## config.mk

```make
export PLATFORM = sky130hd
export DESIGN_NAME = seq_multiplier
export DESIGN_NICKNAME = d
export VERILOG_FILES = /design/src/rtl/seq_multiplier_pkg.sv /design/src/rtl/seq_multiplier.sv
export SDC_FILE = /design/constraint.sdc
export NUM_CORES = 1
export LEC_CHECK = 0
export BUFFER_PORTS_ARGS = -buffer_cell sky130_fd_sc_hd__buf_2
export CORE_MARGIN = 2
export CORE_UTILIZATION = 61
export DETAILED_ROUTE_END_ITERATION = 7
export PLACE_DENSITY = 0.9
export SYNTH_ARGS = -nofsm -noshare
export SYNTH_HDL_FRONTEND = slang
export SYNTH_SLANG_ARGS = --single-unit
```

## constraint.sdc

```tcl
create_clock -name CLK -period 5.79 [get_ports CLK]
set_clock_uncertainty 0.05 [all_clocks]
set_input_delay 0.8685 -clock CLK [delete_from_list [all_inputs] [get_ports CLK]]
set_output_delay 0.8685 -clock CLK [all_outputs]
set_load 0.02 [all_outputs]
```

## src/rtl/seq_multiplier_pkg.sv

```systemverilog
// Shared definitions for the sequential add-shift multiplier.
package seq_multiplier_pkg;

  localparam int DEFAULT_WIDTH = 16;

  typedef enum logic [1:0] {
    IDLE = 2'b00,
    BUSY = 2'b01,
    DONE = 2'b10
  } state_e;

endpackage

```

## src/rtl/seq_multiplier.sv

```systemverilog
// Iterative signed/unsigned multiplier: one add-shift step per clock on operand
// magnitudes, with a two's-complement fix-up applied when the result is written.
module seq_multiplier
  import seq_multiplier_pkg::*;
#(
  parameter int WIDTH = DEFAULT_WIDTH
) (
  input  logic             CLK,
  input  logic             RST_N,
  input  logic             start,
  input  logic             is_signed,
  input  logic [WIDTH-1:0] op_a,
  input  logic [WIDTH-1:0] op_b,
  output logic             ready,
  output logic             done,
  output logic [WIDTH-1:0] result_lo,
  output logic [WIDTH-1:0] result_hi
);

  localparam int PW = 2 * WIDTH;
  localparam int CW = (WIDTH > 1) ? $clog2(WIDTH) : 1;
  localparam logic [CW-1:0] LAST_STEP = CW'(WIDTH - 1);

  state_e           state_q;
  logic [CW-1:0]    cnt_q;
  logic [PW-1:0]    acc_q, acc_d, prod_d;
  logic [WIDTH-1:0] mcand_q, mplier_q;
  logic [WIDTH-1:0] mag_a_d, mag_b_d;
  logic             neg_q, neg_d;
  logic             ready_q, done_q;
  logic [WIDTH-1:0] lo_q, hi_q;

  // Magnitudes of -2^(WIDTH-1) are 2^(WIDTH-1), which still fits an unsigned WIDTH-bit value.
  always_comb begin
    mag_a_d = (is_signed && op_a[WIDTH-1]) ? -op_a : op_a;
    mag_b_d = (is_signed && op_b[WIDTH-1]) ? -op_b : op_b;
    neg_d   = is_signed & (op_a[WIDTH-1] ^ op_b[WIDTH-1]);

    // NOTE: default first so every path assigns acc_d and no latch is inferred.
    acc_d = acc_q;
    if (mplier_q[cnt_q]) begin
      acc_d = acc_q + ({{WIDTH{1'b0}}, mcand_q} << cnt_q);
    end
    prod_d = neg_q ? -acc_d : acc_d;
  end

  // NOTE: state uses non-blocking assignments so every register samples pre-edge values.
  always_ff @(posedge CLK) begin
    if (!RST_N) begin
      state_q  <= IDLE;
      cnt_q    <= '0;
      acc_q    <= '0;
      mcand_q  <= '0;
      mplier_q <= '0;
      neg_q    <= 1'b0;
      ready_q  <= 1'b1;
      done_q   <= 1'b0;
      lo_q     <= '0;
      hi_q     <= '0;
    end else begin
      case (state_q)
        IDLE: begin
          done_q <= 1'b0;
          if (start) begin
            mcand_q  <= mag_a_d;
            mplier_q <= mag_b_d;
            neg_q    <= neg_d;
            acc_q    <= '0;
            cnt_q    <= '0;
            ready_q  <= 1'b0;
            state_q  <= BUSY;
          end
        end
        BUSY: begin
          acc_q <= acc_d;
          cnt_q <= cnt_q + 1'b1;
          if (cnt_q == LAST_STEP) begin
            lo_q    <= prod_d[WIDTH-1:0];
            hi_q    <= prod_d[PW-1:WIDTH];
            done_q  <= 1'b1;
            state_q <= DONE;
          end
        end
        DONE: begin
          done_q  <= 1'b0;
          ready_q <= 1'b1;
          state_q <= IDLE;
        end
        default: begin
          done_q  <= 1'b0;
          ready_q <= 1'b1;
          state_q <= IDLE;
        end
      endcase
    end
  end

  assign ready     = ready_q;
  assign done      = done_q;
  assign result_lo = lo_q;
  assign result_hi = hi_q;

endmodule
```

==> summary.md, run 1 <==
| Metric | Value |
|---|---|
| Status | `finished clean` |
| Yosys warns | `0` |
| DR iter-0 viols | `713` |
| Post CTS Setup Buffer Count | `0` |
| Antenna Nets Post-Route | `0` |
| Max Freq | `188.8 MHz` |
| RSZ-0062 raised after global routing | `false` |
| Final hold vios | `0` |
| Top Ports | `70` |
| Critical path class | `reg -> reg` |
| Final setup viols | `0` |
| Clk sinks | `105` |
| Mapped Avg Cell Area | `between 7 and 8 sq um` |
| Unique masters post-synth | `75` |
| Total track usage | `31.98%` |
| Slew Viols, Final | `0` |
| Crit path time final | `between 5 and 6 ns` |
| Layout cells sized above 1 | `approximately 12%` |
| Top-area cell type share of the netlist area | `26.01%` |
| Max IR drop VDD | `~160 uV` |
| CP top delay family | `compound AO/OA/AOI/OAI gates` |
| Residual DRC | `0` |
| H-tree lvl count | `3` |
| Core footprint | `0.01309 sq mm` |
| Final worst path period share | `91.46%` |
| Post-synth ARST share | `0%` |
| Routability Congestion | `1.018` |
| Setup TNS | `0 ns` |
| Placement Setup Slack | `approximately 0.61 ns` |
| Hold Crit Start | `result_hi[2]` |
| Share of the yosys chip area belonging to registers | `26.01%` |
| Final setup margin | `approximately 0.49 ns` |
| Worst setup EP type | `flop` |
| Worst-skew pair later-pin latency | `about 0.36 ns` |
| Rel. slew slack | `32.21%` |
| Number of synthesized flops with an enable pin | `0` |
| Pin count of the biggest net entering global routing | `62` |
| CTS Buf Count | `9` |
| Yosys reg bits | `about 110` |
| Fin nets | `1179` |
| Routed vias/inst | `6.374` |
| Worst path slowest cell | `dfxtp_1` |
| Via count | `8203` |
| Hold crit path type | `reg -> reg` |
| Critical R2R Capture | `result_hi[14]` |
| Hold worst-path end | `result_hi[2]` |
| Power Dens Cells | `196.4 mW/mm^2` |
| R2R setup slack | `0.49 ns` |
| FF/Latch Area | `0.002102 sq mm` |
| Worst Path Required | `5.98 ns` |
| Die extent in x | `119.1 um` |
| R2R cell count | `17` |
| Crit path launch type | `flop` |
| Post-synth top area cell | `dfxtp_1` |
| Commonest cells after routing, fill and taps aside | `nand2_1, nor2_1, dfxtp_1` |
| CTS Hold Buffers Added | `0` |
| Worst Tran Pin Value | `1.015 ns` |
| Row count | `42` |
| Max Cap Viol | `0` |
| Commonest non-fill, non-tap cell in the layout | `nand2_1` |
| Syn Std Cell Area | `~0.0081 sq mm` |
| Multi-input gate area | `0.005622 sq mm` |
| Die area | `around 0.014 sq mm` |
| Root buffer cell | `clkbuf_16` |
| Starting density of the core | `61.76%` |
| WHS Path Cells | `2` |
| Reg-to-Reg Start | `cnt_q[1]` |
| DRT Pass-1 Iters | `7` |
| Routed WL | `22.82 mm` |
| Worst-path fanout max | `16` |
| Total grt overflow | `0` |
| CP cell instances | `mux2_2, o21ai_0, nor2_1, a21oi_1, nor2_1, ha_1, a21oi_1, o211ai_1, a211oi_1, o21bai_1, xor2_1, o31ai_1, nor4b_4, nand4b_2, o31ai_2, xnor2_1, o21ai_1` |
| Post-synth top flop | `dfxtp_1` |
| Area growth, synth to finish | `8.608%` |
| Fillers | `1076` |
| Post-CTS sizing | `0` |
| Clock Path Buffers | `2` |
| DP Wirelength | `17.49 mm` |
| Delay of the slowest critical-path stage | `0.73 ns` |
| WP buf/inv | `0` |
| Vias in the first global route | `7681` |
| TritonCTS clock tree | `done` |
| Port bufs | `69` |
| Die Ht | `around 120 um` |
| CP arrival | `around 5.5 ns` |
| Leak | `between 0.003 and 0.004 uW` |
| Global-route wire length before repair | `36.71 mm` |
| Register clock-pin slew on the reported worst setup and hold paths | `around 0.070 ns` |
| Syn_nets | `1148` |
| Initial antenna violation count | `0` |
| Synth top area cells | `dfxtp_1, nand2_1, a21oi_1, ha_1, o21ai_0` |
| Post-Synthesis Cells | `between 1000 and 1500` |
| # diodes | `0` |
| Cell count along the critical path | `17` |
| WL per Instance | `17.73 um` |
-- worst min-delay path, stage by stage, from the launching register on --
cell and delay (ns):
dfxtp_1 0.31, nand2_1 0.05, a21oi_1 0.05
-- per-layer routing --
layer	share of wire [%]	wire (um)	vias up	GRT usage (%)
met5	0	0	-	0
met4	3.8	876	0	13.91
met3	6.4	1455	69	5.316
met2	49	11290	362	56.82
met1	40	9205	3793	37.83
li1	-	-	3979	-
-- layout make-up --
cell class / count / area share [%]
Clock buffer: 11 / 2.880
Clock inverter: 4 / 0.5845
Inverter: 19 / 0.8125
Multi-Input combinational cell: 888 / 64.05
Sequential cell: 105 / 23.95
Tap cell: 176 / 2.509
Timing Repair Buffer: 84 / 5.217
-- state kept, by name, indices dropped and copies added (netlist names) --
register   count
state_q        2
done           1
mcand_q       16
ready          1
mplier_q      16
result_lo     16
acc_q         32
neg_q          1
result_hi     16
cnt_q          4
-- synthesized netlist by cell type, types with 20 or more instances --
master and count:
o21ai_0 85, a21oi_1 94, nand2_1 165, xor2_1 30, a211oi_1 32, nor3_1 20
nor2_1 106, dfxtp_1 105, clkbuf_1 48, mux2i_1 33, nand3_1 30, xnor2_1 33
ha_1 35
-- through the flow --
step                std cells  hold slack, ns  util (%)  total power (uW)  cell area, sq um
floorplan                1076          0.3787         -              1020              8082
global placement         1272          0.3864     64.75              1093              8473
detailed placement       1272          0.3924     64.75              1101              8473
CTS                      1287          0.4019     67.08              1718              8777
global route             1287          0.4187     67.08              1787              8777
finish                   1287          0.3983     67.08              1724              8777
-- logic make-up after synthesis --
logic type | after synthesis | share of synthesized area (%)
AO/OA/AOI/OAI | 330 | 25.76
buffers and inverters | 83 | 4.443
XOR/XNOR | 63 | 6.828
adder cells (fa/ha/maj) | 36 | 5.667
AND/OR/NAND/NOR | 409 | 23.49
multiplexers | 50 | 7.803
flip-flops | 105 | 26.01
-- worst max-delay path by stage --
stage                     to     start  slack (ns)
2_1_floorplan  result_hi[15]  cnt_q[1]        1.15
3_3_place_gp   result_hi[14]  cnt_q[1]        0.67
3_5_place_dp   result_hi[15]  cnt_q[1]        0.61
4_1_cts        result_hi[15]  cnt_q[1]        0.63
5_1_grt        result_hi[13]  cnt_q[1]        0.11
6_report       result_hi[14]  cnt_q[1]        0.49
-- power by group --
part | internal, uW | leakage (uW) | switching (uW) | total, uW
combinational | 124 | 0.00247 | 204 | 328
sequential | 743 | 0.000853 | 22.2 | 765
clock | 357 | 0.000148 | 274 | 631
Power figures use the tool's default switching activity.
==> run 2: changes to the inputs <==
- CORE_UTILIZATION: 61 -> 30
- PLACE_DENSITY: 0.9 -> 0.55
==> summary.md, run 2 (synthesis results as in run 1) <==
| Metric | Value |
|---|---|
| Antenna Nets Post-Route | `0` |
| Crit path time final | `5.067 ns` |
| DRT Pass-1 Iters | `5` |
| Top Ports | `70` |
| DR iter-0 viols | `486` |
| Leak | `0.003486 uW` |
| Final worst path period share | `87.51%` |
| Worst Path Required | `about 6 ns` |
| # diodes | `0` |
| RSZ-0062 raised after global routing | `false` |
| Pin count of the biggest net entering global routing | `58` |
| Setup TNS | `0 ns` |
| Fin nets | `between 1000 and 1500` |
| GRT busiest layer | `met2` |
| CTS Buf Count | `9` |
| Power Dens Cells | `roughly 200 mW/mm^2` |
| Sw power | `534.5 uW` |
| Crit path launch type | `flop` |
| FF/Latch Area | `~0.0021 sq mm` |
| Commonest non-fill, non-tap cell in the layout | `nand2_1` |
| Worst path slowest cell | `dfxtp_2` |
| Register clock-pin slew on the reported worst setup and hold paths | `0.08 ns` |
| CP arrival | `about 5.3 ns` |
| Max Cap Viol | `0` |
| Worst setup EP type | `flop` |
| Routed WL | `24.10 mm` |
| H-tree lvl count | `3` |
| Crit-path most repeated cell | `a21oi_1` |
| Via count | `7782` |
| Final setup margin | `roughly 0.72 ns` |
| TritonCTS clock tree | `done` |
| Area growth, synth to finish | `11.58%` |
| Status | `finished clean` |
| Delay of the slowest critical-path stage | `0.58 ns` |
| Core footprint | `0.02673 sq mm` |
| Max Freq | `197.4 MHz` |
| Int Pwr | `1249 uW` |
| CP top delay family | `compound AO/OA/AOI/OAI gates` |
| Total grt overflow | `0` |
| GRT met3 Usage | `2.727%` |
| Rel. slew slack | `about two fifths` |
| Multi-input gate area | `0.005623 sq mm` |
| Clock Path Buffers | `2` |
| Die Ht | `between 150 and 200 um` |
| Hold_ws | `just under 0.4 ns` |
| Max FFs per register | `32` |
| Port bufs | `69` |
| WP buf/inv | `0` |
| Fraction of power consumed by sequential logic | `42.8%` |
| Total track usage | `17.13%` |
| Worst-path fanout max | `20` |
| Placement Setup Slack | `0.5196 ns` |
| Routed vias/inst | `5.348` |
| WL per Instance | `16.56 um` |
| GR met2 Demand/Resource | `27.96%` |
| Worst Tran Pin Value | `0.9260 ns` |
| Met1 Use GR | `23.41%` |
| Initial antenna violation count | `0` |
| Fillers | `about 2900` |
| Row count | `60` |
| Commonest cells after routing, fill and taps aside | `nand2_1, nor2_1, dfxtp_1` |
| Worst-skew pair later-pin latency | `approximately 0.37 ns` |
| Clock power frac | `38.6%` |
| Hold crit path type | `reg -> reg` |
| Clk sinks | `between 100 and 150` |
| Die extent in x | `roughly 170 um` |
| CP cell instances | `mux2_2, o21ai_0, nor2_1, a21oi_1, nor2_1, ha_1, a21oi_1, o211ai_1, a211oi_1, o21bai_1, xor2_1, o31ai_1, nor4b_4, nand3_1, nor4b_1, a21oi_1, a21oi_1` |
| Slew Viols, Final | `0` |
| Critical path class | `reg -> reg` |
| Root buffer cell | `clkbuf_16` |
| DP Wirelength | `between 15 and 20 mm` |
| Die area | `approximately 0.028 sq mm` |
| Post CTS Setup Buffer Count | `0` |
| Vias in the first global route | `7361` |
| Global-route wire length before repair | `38.94 mm` |
| Routability Congestion | `about 0.9` |
| Final hold vios | `0` |
| Starting density of the core | `between 30% and 40%` |
| Max IR drop VDD | `144.1 uV` |
| Final setup viols | `0` |
| Top reg by flops | `acc_q` |
| Residual DRC | `0` |
| Comb pwr share | `18.6%` |
| Layout cells sized above 1 | `12.39%` |
| Switching share of total power | `29.97%` |
-- run 2: cell types whose count changed in the layout (fill, tap and decap cells not counted), sizes merged --
cell,change
clkinvlp,+1
bufinv,+1
clkbuf,-1
buf,+2
-- run 2: through the flow --
step / power (uW) / cells / cell area (sq um) / utilization, %
final: 1784 / 1455 / 9017 / 33.74
after global routing: 1865 / 1455 / 9017 / 33.74
after CTS: 1799 / 1455 / 9015 / 33.73
after detailed placement: 1110 / 1439 / 8695 / 32.53
after global placement: 1107 / 1439 / 8695 / 32.53
after floorplan: 1020 / 1076 / 8082 / -
-- run 2: power groups by stage --
stage	Sequential (uW)	Clock (uW)	Combinational, uW
final	763	689	331
after global routing	766	731	368
after CTS	763	705	331
after detailed placement	780	0	329
after global placement	779	0	327
after floorplan	770	0	250
-- run 2: tightest hold or removal path: stages, from the launching register on --
cell	delay, ns
dfxtp_1	0.31
nand2_1	0.05
a21oi_1	0.05
-- run 2: final cells by class --
| type | instances | share of cell area, % |
|---|---|---|
| Clock buffer | 10 | 2.539 |
| Clock inverter | 6 | 1.013 |
| Inverter | 19 | 0.7909 |
| Multi-Input combinational cell | 888 | 62.36 |
| Sequential cell | 105 | 23.32 |
| Tap cell | 341 | 4.732 |
| Timing Repair Buffer | 86 | 5.245 |
-- run 2: path summary, 6_finish.rpt --
path	to	depth (start not counted)	start	slack [ns]
max reg2reg	result_hi[13]	17	cnt_q[1]	0.72
max	result_hi[13]	17	cnt_q[1]	0.72
min reg2reg	result_lo[1]	2	result_lo[1]	0.40
min	result_lo[1]	2	result_lo[1]	0.40
-- run 2: what timing repair did --
item / 4_1_cts / 5_1_grt
resized for setup: 0 / 2
hold buffers: 0 / 0
setup endpoints to repair: 0 / 2
-- run 2: metal layers --
metal	wire length [um]	vias up
met1	11520	3615
met4	529	0
li1	-	3965
met3	1043	32
met5	0	-
met2	11000	170
==> run 3: changes to the inputs <==
- CAP_MARGIN: unset -> 10
- CORE_MARGIN: 2 -> unset
- RECOVER_POWER: unset -> 50
==> summary.md, run 3 (synthesis results as in run 1) <==
| Metric | Value |
|---|---|
| Status | `finished, violations left` |
| Failing checks | `design-rule violations, max-capacitance violations, max-slew violations` |
| Critical Path End | `result_hi[15]` |
| Origin of the worst setup path | `cnt_q[0]` |
| CP arrival | `5.59 ns` |
| Worst-skew pair later-pin latency | `0.37 ns` |
| Commonest cells after routing, fill and taps aside | `nand2_1, nor2_1, dfxtp_1` |
| Cell count along the critical path | `15` |
| TritonCTS clock tree | `done` |
| Crit path time final | `5.394 ns` |
| Hold crit path type | `reg -> reg` |
| Layout cells sized above 1 | `9.050%` |
| WL per Instance | `16.59 um` |
| Final worst path period share | `93.15%` |
| RSZ-0062 raised after global routing | `false` |
| Via count | `7707` |
| Initial antenna violation count | `0` |
| Row count | `59` |
| Residual DRC | `3` |
| WP buf/inv | `0` |
| Total grt overflow | `0` |
| Post CTS Setup Buffer Count | `0` |
| Final setup viols | `0` |
| Total track usage | `between 15 and 20%` |
| Clock Path Buffers | `2` |
| R2R setup slack | `0.40 ns` |
| Critical R2R Capture | `result_hi[15]` |
| Slew Viols, Final | `between 100 and 150` |
| Placement Setup Slack | `between 0.4 and 0.5 ns` |
| DRT Pass-1 Iters | `7` |
| DR iter-0 viols | `584` |
| Global-route wire length before repair | `38.19 mm` |
| Starting density of the core | `30.84%` |
| Leak | `0.003328 uW` |
| Top reg by flops | `acc_q` |
| Commonest non-fill, non-tap cell in the layout | `nand2_1` |
| Max FFs per register | `32` |
| Setup TNS | `0 ns` |
| Worst-path fanout max | `17` |
| Die area | `0.02760 sq mm` |
| Routability Congestion | `between 0.9 and 1` |
| Register clock-pin slew on the reported worst setup and hold paths | `0.08 ns` |
| Clk sinks | `105` |
| Worst Tran Pin Value | `~2.8 ns` |
| Port bufs | `69` |
| Die Ht | `166.1 um` |
| Core footprint | `around 0.026 sq mm` |
| Top Ports | `70` |
| CTS Buf Count | `9` |
| Final setup margin | `0.3964 ns` |
| Max Freq | `185.4 MHz` |
| Crit path launch type | `flop` |
| Power Dens Cells | `194.2 mW/mm^2` |
| Final hold vios | `0` |
| Delay of the slowest critical-path stage | `0.86 ns` |
| Antenna Nets Post-Route | `0` |
| H-tree lvl count | `3` |
| Worst setup EP type | `flop` |
| Worst path slowest cell | `a2111oi_1` |
| # diodes | `0` |
| CP cell instances | `mux4_1, mux2i_1, o22ai_1, ha_1, nand2_1, nor2_1, o2111ai_1, a2111oi_1, o21ai_0, mux2i_1, a211oi_1, nand3_1, and4bb_2, o21ba_2, o22ai_1` |
| Critical path class | `reg -> reg` |
| Fin nets | `1183` |
| Vias in the first global route | `7135` |
| Pin count of the biggest net entering global routing | `62` |
| Max Cap Viol | `2` |
| Worst Path Required | `between 5 and 6 ns` |
| Max IR drop VDD | `145.6 uV` |
| CP top delay family | `compound AO/OA/AOI/OAI gates` |
| Routed WL | `24.07 mm` |
| Reg-to-Reg Start | `cnt_q[0]` |
| Root buffer cell | `clkbuf_16` |
| Rel. slew slack | `-83.99%` |
| DP Wirelength | `roughly 19 mm` |
| Area growth, synth to finish | `10.78%` |
| Die extent in x | `roughly 170 um` |
| Routed vias/inst | `5.312` |
| R2R cell count | `15` |
run 3: changes by cell type in the layout (fill, tap and decap cells not counted):
cell       before  now
clkbuf_1        1   38
clkinv_4        0    1
bufinv_16       2    1
buf_4          17   18
and2_2          1    0
dfxtp_2         1    0
buf_2          69   34
dfxtp_1       104  105
and2_1         18   17
clkinv_2        1    0
and2_0          0    2
run 3: per-layer routing:
layer / GRT usage (%) / up-vias / wire [um]
met2: 28.89 / 160 / 11070
met4: 4.754 / 0 / 400
li1: - / 3961 / -
met3: 2.383 / 29 / 952
met1: 23.07 / 3557 / 11650
met5: 0 / - / 0
run 3: worst min path at each step:
stage / start / to / slack (ns) / depth (start not counted)
global placement: mplier_q[12] / mplier_q[12] / 0.39 / 2
CTS: result_hi[2] / result_hi[2] / 0.40 / 2
global route: mplier_q[14] / mplier_q[14] / 0.42 / 2
finish: result_hi[2] / result_hi[2] / 0.40 / 2
floorplan: mplier_q[14] / mplier_q[14] / 0.38 / 2
detailed placement: result_hi[2] / result_hi[2] / 0.39 / 2
run 3: what timing repair did:
| action | CTS | global route |
|---|---|---|
| hold buffers | 0 | 0 |
| setup endpoints to repair | 0 | 2 |
| gates resized for setup | 0 | 1 |
run 3: cell type report:
type                       instances  area [sq um]
clock buffer                      11         232.7
clock inverter                     5         65.06
fill                            2856         17250
inverter                          19         71.32
multi-input combinational        888          5622
sequential                       105          2102
tap                              335         419.2
timing repair buffer              88         440.4
run 3: worst min-delay path: stages (launching register included):
cell and delay, ns:
dfxtp_1 0.31, nand2_1 0.05, a21oi_1 0.05
run 3: metrics by stage:
stage	cells	utilization [%]	cell area, sq um	power [uW]	hold slack, ns
after detailed placement	1435	33.21	8702	1110	0.3919
after floorplan	1076	-	8082	1020	0.3787
after CTS	1451	34.34	9000	1748	0.4008
after global placement	1435	33.21	8702	1108	0.3851
final	1451	34.16	8952	1739	0.4016
after global routing	1451	34.16	8952	1816	0.4196
run 3: where the power goes:
group | total (uW) | switching [uW] | internal, uW
logic | 331 | 205 | 126
clock network | 644 | 303 | 340
registers | 764 | 21.9 | 742
